`src/rtl/fir_decim_mem_ctrl_if.sv`:
```
// Bundle of sample handshake, coefficient-load arbitration, memory control
// and accumulator strobe signals for the polyphase decimator memory controller.
interface fir_decim_mem_ctrl_if #(
  parameter int AW = 8,
  parameter int PW = 7
);
  logic          s_valid;
  logic          s_ready;
  logic          c_load;
  logic          c_busy;
  logic          sample_we;
  logic          sample_en_0;
  logic          sample_en_1;
  logic          coeff_en;
  logic [AW-1:0] sample_addr;
  logic [AW-1:0] coeff_addr;
  logic          mac_valid;
  logic          mac_first;
  logic          mac_done;
  logic [PW-1:0] phase;
  logic          overrun;

  // Handshake: a sample is accepted on a rising edge where s_valid & s_ready
  // are both high; s_ready never depends on s_valid, only on state and c_load.
  modport master (
    input  s_valid, c_load,
    output s_ready, c_busy, sample_we, sample_en_0, sample_en_1, coeff_en,
           sample_addr, coeff_addr, mac_valid, mac_first, mac_done, phase, overrun
  );

  modport slave (
    output s_valid, c_load,
    input  s_ready, c_busy, sample_we, sample_en_0, sample_en_1, coeff_en,
           sample_addr, coeff_addr, mac_valid, mac_first, mac_done, phase, overrun
  );
endinterface

```
`src/rtl/fir_decim_mem_ctrl.sv`:
```
// Sample/coefficient memory sequencer for the polyphase decimator.
// Optional sticky overrun detection is built when FIR_CTRL_OVERRUN_EN is defined.
module fir_decim_mem_ctrl #(
  parameter int MAC_SIZE = 255,
  parameter int D        = 100,
  parameter int AW       = $clog2(MAC_SIZE),
  parameter int PW       = $clog2(D)
) (
  input  logic                    clk,
  input  logic                    rst,
  fir_decim_mem_ctrl_if.master    bus,
  output logic [1:0]              o_dbg_state
);

  typedef enum logic [1:0] {
    IDLE  = 2'd0,
    RUN   = 2'd1,
    DRAIN = 2'd2,
    LOAD  = 2'd3
  } state_t;

  state_t        r_state;
  state_t        w_state_nxt;
  logic [AW-1:0] r_wp;
  logic          r_bank;
  logic [PW-1:0] r_phase;
  logic [AW-1:0] r_i;
  logic          r_mac_valid;
  logic          r_mac_first;
  logic          r_mac_done;

  logic          w_ready;
  logic          w_accept;
  logic          w_last_tap;
  logic          w_last_phase;
  logic [AW:0]   w_rd_sum;
  logic [AW-1:0] w_rd_addr;

  assign w_ready      = (r_state == IDLE) && !bus.c_load;
  assign w_accept     = w_ready && bus.s_valid;
  assign w_last_tap   = (r_i == AW'(MAC_SIZE - 1));
  assign w_last_phase = (r_phase == PW'(D - 1));

  // Newest-first read address (wp-1-i) mod MAC_SIZE, one extra bit so the
  // sum never wraps at 2^AW before the modular correction.
  assign w_rd_sum  = {1'b0, r_wp} + (AW+1)'(MAC_SIZE - 1) - {1'b0, r_i};
  assign w_rd_addr = (w_rd_sum >= (AW+1)'(MAC_SIZE)) ?
                     AW'(w_rd_sum - (AW+1)'(MAC_SIZE)) : AW'(w_rd_sum);

  always_comb begin
    w_state_nxt = r_state;
    case (r_state)
      IDLE: begin
        if (bus.c_load)                     w_state_nxt = LOAD;
        else if (w_accept && w_last_phase)  w_state_nxt = RUN;
      end
      RUN:   if (w_last_tap) w_state_nxt = DRAIN;
      DRAIN: w_state_nxt = IDLE;
      LOAD:  if (!bus.c_load) w_state_nxt = IDLE;
      default: w_state_nxt = IDLE;
    endcase
  end

  always_comb begin
    bus.s_ready     = w_ready;
    bus.c_busy      = 1'b0;
    bus.sample_we   = 1'b0;
    bus.sample_en_0 = 1'b0;
    bus.sample_en_1 = 1'b0;
    bus.coeff_en    = 1'b0;
    bus.sample_addr = '0;
    bus.coeff_addr  = '0;
    case (r_state)
      IDLE: begin
        if (w_accept) begin
          bus.sample_we   = 1'b1;
          bus.sample_addr = r_wp;
          bus.sample_en_0 = !r_bank;
          bus.sample_en_1 = r_bank;
        end
      end
      RUN: begin
        bus.sample_en_0 = 1'b1;
        bus.sample_en_1 = 1'b1;
        bus.coeff_en    = 1'b1;
        bus.sample_addr = w_rd_addr;
        bus.coeff_addr  = r_i;
      end
      LOAD: begin
        bus.c_busy   = 1'b1;
        bus.coeff_en = 1'b1;
      end
      default: ;
    endcase
  end

  always_ff @(posedge clk) begin
    if (rst) begin
      r_state     <= IDLE;
      r_wp        <= '0;
      r_bank      <= 1'b0;
      r_phase     <= '0;
      r_i         <= '0;
      r_mac_valid <= 1'b0;
      r_mac_first <= 1'b0;
      r_mac_done  <= 1'b0;
    end else begin
      r_state <= w_state_nxt;
      // Both banks share one write pointer; it advances once a pair is written.
      if (w_accept) begin
        r_bank  <= !r_bank;
        r_phase <= w_last_phase ? '0 : r_phase + 1'b1;
        if (r_bank) r_wp <= (r_wp == AW'(MAC_SIZE - 1)) ? '0 : r_wp + 1'b1;
      end
      if (r_state == RUN) r_i <= w_last_tap ? '0 : r_i + 1'b1;
      else                r_i <= '0;
      r_mac_valid <= (r_state == RUN);
      r_mac_first <= (r_state == RUN) && (r_i == '0);
      r_mac_done  <= (r_state == RUN) && w_last_tap;
    end
  end

`ifdef FIR_CTRL_OVERRUN_EN
  logic r_overrun;

  always_ff @(posedge clk) begin
    if (rst)
      r_overrun <= 1'b0;
    else if (bus.s_valid && !w_ready && (r_state != LOAD))
      r_overrun <= 1'b1;
  end

  assign bus.overrun = r_overrun;
`else
  assign bus.overrun = 1'b0;
`endif

  assign bus.mac_valid = r_mac_valid;
  assign bus.mac_first = r_mac_first;
  assign bus.mac_done  = r_mac_done;
  assign bus.phase     = r_phase;
  assign o_dbg_state   = r_state;

endmodule

```
`src/flat_wrapper.sv`:
```
// flat-port wrapper written by rule: the top's interface ports become plain ports
module fir_decim_mem_ctrl_flat 
#(
  parameter int MAC_SIZE = 255,
  parameter int D        = 100,
  parameter int AW       = $clog2(MAC_SIZE),
  parameter int PW       = $clog2(D)
)
  (clk, rst, o_dbg_state, bus_s_valid, bus_c_load, bus_s_ready, bus_c_busy, bus_sample_we, bus_sample_en_0, bus_sample_en_1, bus_coeff_en, bus_sample_addr, bus_coeff_addr, bus_mac_valid, bus_mac_first, bus_mac_done, bus_phase, bus_overrun);
  fir_decim_mem_ctrl_if #(.AW(AW), .PW(PW)) bus_i ();
  input  logic clk;
  input  logic rst;
  output logic [1:0] o_dbg_state;
  input wire logic [$bits(bus_i.s_valid)-1:0] bus_s_valid;
  input wire logic [$bits(bus_i.c_load)-1:0] bus_c_load;
  output wire logic [$bits(bus_i.s_ready)-1:0] bus_s_ready;
  output wire logic [$bits(bus_i.c_busy)-1:0] bus_c_busy;
  output wire logic [$bits(bus_i.sample_we)-1:0] bus_sample_we;
  output wire logic [$bits(bus_i.sample_en_0)-1:0] bus_sample_en_0;
  output wire logic [$bits(bus_i.sample_en_1)-1:0] bus_sample_en_1;
  output wire logic [$bits(bus_i.coeff_en)-1:0] bus_coeff_en;
  output wire logic [$bits(bus_i.sample_addr)-1:0] bus_sample_addr;
  output wire logic [$bits(bus_i.coeff_addr)-1:0] bus_coeff_addr;
  output wire logic [$bits(bus_i.mac_valid)-1:0] bus_mac_valid;
  output wire logic [$bits(bus_i.mac_first)-1:0] bus_mac_first;
  output wire logic [$bits(bus_i.mac_done)-1:0] bus_mac_done;
  output wire logic [$bits(bus_i.phase)-1:0] bus_phase;
  output wire logic [$bits(bus_i.overrun)-1:0] bus_overrun;
  assign bus_i.s_valid = bus_s_valid;
  assign bus_i.c_load = bus_c_load;
  assign bus_s_ready = bus_i.s_ready;
  assign bus_c_busy = bus_i.c_busy;
  assign bus_sample_we = bus_i.sample_we;
  assign bus_sample_en_0 = bus_i.sample_en_0;
  assign bus_sample_en_1 = bus_i.sample_en_1;
  assign bus_coeff_en = bus_i.coeff_en;
  assign bus_sample_addr = bus_i.sample_addr;
  assign bus_coeff_addr = bus_i.coeff_addr;
  assign bus_mac_valid = bus_i.mac_valid;
  assign bus_mac_first = bus_i.mac_first;
  assign bus_mac_done = bus_i.mac_done;
  assign bus_phase = bus_i.phase;
  assign bus_overrun = bus_i.overrun;
  fir_decim_mem_ctrl #(.MAC_SIZE(MAC_SIZE), .D(D), .AW(AW), .PW(PW)) u_core (.clk(clk), .rst(rst), .bus(bus_i), .o_dbg_state(o_dbg_state));
endmodule
```
`config.mk`:
```
export PLATFORM = sky130hd
export DESIGN_NAME = fir_decim_mem_ctrl_flat
export DESIGN_NICKNAME = d
export VERILOG_FILES = /design/src/rtl/fir_decim_mem_ctrl_if.sv /design/src/rtl/fir_decim_mem_ctrl.sv /design/src/flat_wrapper.sv
export SDC_FILE = /design/constraint.sdc
export NUM_CORES = 1
export LEC_CHECK = 0
export ABC_AREA = 1
export CORE_ASPECT_RATIO = 1.1
export CORE_MARGIN = 2
export CORE_UTILIZATION = 50
export DETAILED_ROUTE_END_ITERATION = 10
export HOLD_SLACK_MARGIN = 0.06
export PLACE_DENSITY = 0.78
export SLEW_MARGIN = 20
export SYNTH_ARGS = -nofsm -noshare
export SYNTH_HDL_FRONTEND = slang
export SYNTH_SLANG_ARGS = --single-unit
```
`constraint.sdc`:
```
create_clock -name clk -period 4.4 [get_ports clk]
set_input_delay 1.1 -clock clk [delete_from_list [all_inputs] [get_ports clk]]
set_output_delay 1.1 -clock clk [all_outputs]
set_load 0.1 [all_outputs]
```
==> metrics.yaml <==
setup_path:
  cp_data_required_time_ns: 3.30
  setup.worst_path.start_class: "flip-flop"
  timing.rr.start: "u_core.o_dbg_state[0]$_SDFFE_PP0P_"
  crit_start: "u_core.r_wp[1]$_SDFFE_PP0P_"
  worstSetupPathType: "flip-flop to output pin"
  ff2ff_path_depth: 7
  critPathMaxFanout: 4
  crit_path_end_kind: "output pin"
  arrival_ns: 3.08
timing:
  post-route-period-util: 0.950
  post-route-min-period_ns: 4.18
  setup_viol: 0
  setup_slack_ns: 0.221
  rsz0062_at_grt: "no"
  worstMarginPinSlew_ns: 0.978
  relSlewSlack: 0.346
  slew_violations: 0
  finalHoldViolCount: 0
  finalClockSkew_ns: 0.00765
  fmax_mhz: 239
clock_tree:
  clk_latency_ns: 0.28
  cts_hold_buf: 0
  cts_resized: 0
  cts_root_buffer: "clkbuf_8"
  cts_max_path_buffers: 2
  tritoncts: "yes"
  postCtsSetupBuffers: 0
  cts_buffers: 5
  clk_pin_slew_ns: 0.06
  clock_sinks: 29
  cts_max_level: 2
yosys:
  synth_xor_area_frac: 0.0295
  syn-instance-count: 338
  post_synth_and_or_nand_nor_area_fraction: 0.407
  synth_compound_area_frac: 0.0768
  synth_top_family_by_area: "simple AND/OR/NAND/NOR gates"
  ys_types: 39
  synth.mux.area_fraction: 0
  yosys_warnings: 0
  synth_area_per_cell_um2: 7.03
  seq_area_frac_synth: 0.244
  synth_fa_ha_area_frac: 0.124
  syn-num-nets: 365
  synth_area_um2: 2380
  ys_seq_elements: 29
placed_design:
  gp_congestion: 0.846
  hpwl_um: 4120
  pre_cts_slack_ns: 0.409
  portBuffers: 37
  post-place-cells: 427
pwr:
  irDropWorstVdd_v: 0.000382
  p_leak_uw: 0.00141
  fin_total_pwr_uw: 1310
  power-per-cell-area_nw_per_um2: 443
finish:
  drive_above_1_share: 0.177
  syn2layout_area_growth_pct: 24.4
  insertedDiodeCount: 0
  fin_cells: 435
  fin_nets: 405
  fillers: 395
grt:
  grt_pass1_vias: 2059
  track_usage: 0.202
  overflow: 0
  grt_pass1_wl_um: 8940
  grt_max_degree: 14
  grt_antenna_before_repair: 0
die:
  die_height_um: 76.3
  dieArea_um2: 5320
  die_w_um: 69.7
  start_util: 0.515
  coreArea_um2: 4620
  ioPinCount: 39
  rows: 26
drt:
  viasPerCell: 5.10
  num_vias: 2220
  avgRoutedWirePerCell_um: 11.8
  initialDrtViolationCount: 58
  drtAntennaViolNets: 0
  drtPass1Iterations: 4
  drc: 0
  drt_wl_total_um: 5130
worst_hold_path:
  hold_start: "u_core.bus.phase[6]$_SDFFE_PP0P_"
  holdPathStages: 1
  holdCritPathClass: "flip-flop to flip-flop"
flow_run:
  maxCapViolations: 0
run_status:
  status: "complete, no violations"
## worst max-delay path, stage by stage, from the launching register on
cell and delay [ns]:
dfxtp_2 0.37, inv_1 0.07, ha_1 0.27, inv_1 0.04, ha_1 0.23, fa_1 0.57
nand3_1 0.16, nor2_2 0.14, nand3_2 0.12, nor2_4 0.14, nand2_1 0.06, o21bai_1 0.19
nand3_1 0.11, o21ai_2 0.11, buf_12 0.20
## worst paths after layout
| path | to | slack, ns |
|---|---|---|
| worst max-delay path | bus_sample_addr[7] | 0.22 |
| worst min-delay path | u_core.bus.phase[6]$_SDFFE_PP0P_ | 0.49 |
| worst max register to register | u_core.r_i[7]$_SDFF_PP0_ | 2.59 |
| worst min register to register | u_core.bus.phase[6]$_SDFFE_PP0P_ | 0.49 |
## cell usage after synthesis (all sizes together)
cell	count	area, um^2
a211oi	1	7.51
a21oi	14	70.1
a311oi	1	8.76
a31oi	2	12.5
buf	2	22.5
clkbuf	2	7.51
conb	1	3.75
dfxtp	29	581
fa	1	20.0
ha	22	275
inv	65	246
nand2	71	317
nand3	31	208
nand3b	2	15.0
nand4	11	68.8
nor2	45	233
nor3	9	67.6
nor3b	4	35.0
nor4	2	18.8
o21a	3	22.5
o21ai	10	53.8
o21bai	1	7.51
or2	1	6.26
xnor2	4	35.0
xor2	4	35.0
## metal layers
metal / track usage / up-vias / share of wire
met1: 0.247 / 985 / 0.45
met2: 0.355 / 52 / 0.49
met4: 0.0846 / 0 / 0.028
met3: 0.0291 / 13 / 0.032
li1: - / 1170 / -
met5: 0 / - / 0
## cells in the final DEF, fill, tap and decap left out, types with 4 or more instances in the layout
master	count
clkdlybuf4s50_1	17
clkbuf_8	7
nor2_1	35
ha_1	22
nand3_1	25
nand2_1	59
buf_12	9
xor2_1	4
nor2_2	4
dfxtp_1	28
nor2_4	5
a21oi_1	14
nor3_1	7
o21ai_0	8
nand2_2	8
buf_4	11
nand4_1	11
xnor2_1	4
nand2_4	4
inv_1	61
## layout make-up
cell class                 count  area, um^2  area share
sequential                    29         582       0.197
clock buffer                   7        96.3      0.0326
tap                           56        70.1      0.0237
inverter                      65         246      0.0834
multi-input combinational    240        1520       0.515
timing repair buffer          37         433       0.146
clock inverter                 1        5.00     0.00169
## metrics by stage
| stage | util | instance area, um^2 | hold WS, ns | TNS, ns |
|---|---|---|---|---|
| floorplan | - | 2380 | 0.433 | -0.520 |
| global placement | 0.617 | 2850 | 0.465 | 0 |
| detailed placement | 0.617 | 2850 | 0.472 | 0 |
| CTS | 0.639 | 2950 | 0.489 | 0 |
| global route | 0.640 | 2960 | 0.533 | 0 |
| finish | 0.640 | 2960 | 0.494 | 0 |
## where the power goes
group          leakage, uW  switching, uW  internal, uW
Combinational      0.00112            554           216
Clock            0.0000542            100           141
Sequential        0.000235           21.2           278
## cell families (layout without fill, tap and decap cells)
kind of cell,after synthesis,count (layout)
and+or+nand+nor,176,176
buffers and inverters,69,110
AOI/OAI and AO/OA,32,32
DFF,29,29
adders and majority gates,23,23
xor gates and xnor gates,8,8
other,1,1
## sequential cells by signal, summed over array words and instances, names as in the netlist
| register | count |
|---|---|
| u_core.o_dbg_state | 2 |
| u_core.bus.mac_first | 1 |
| u_core.bus.phase | 7 |
| u_core.r_i | 8 |
| u_core.r_wp | 8 |
| u_core.bus.mac_valid | 1 |
| u_core.r_bank | 1 |
| u_core.bus.mac_done | 1 |
(Power assumes the default switching activity.)
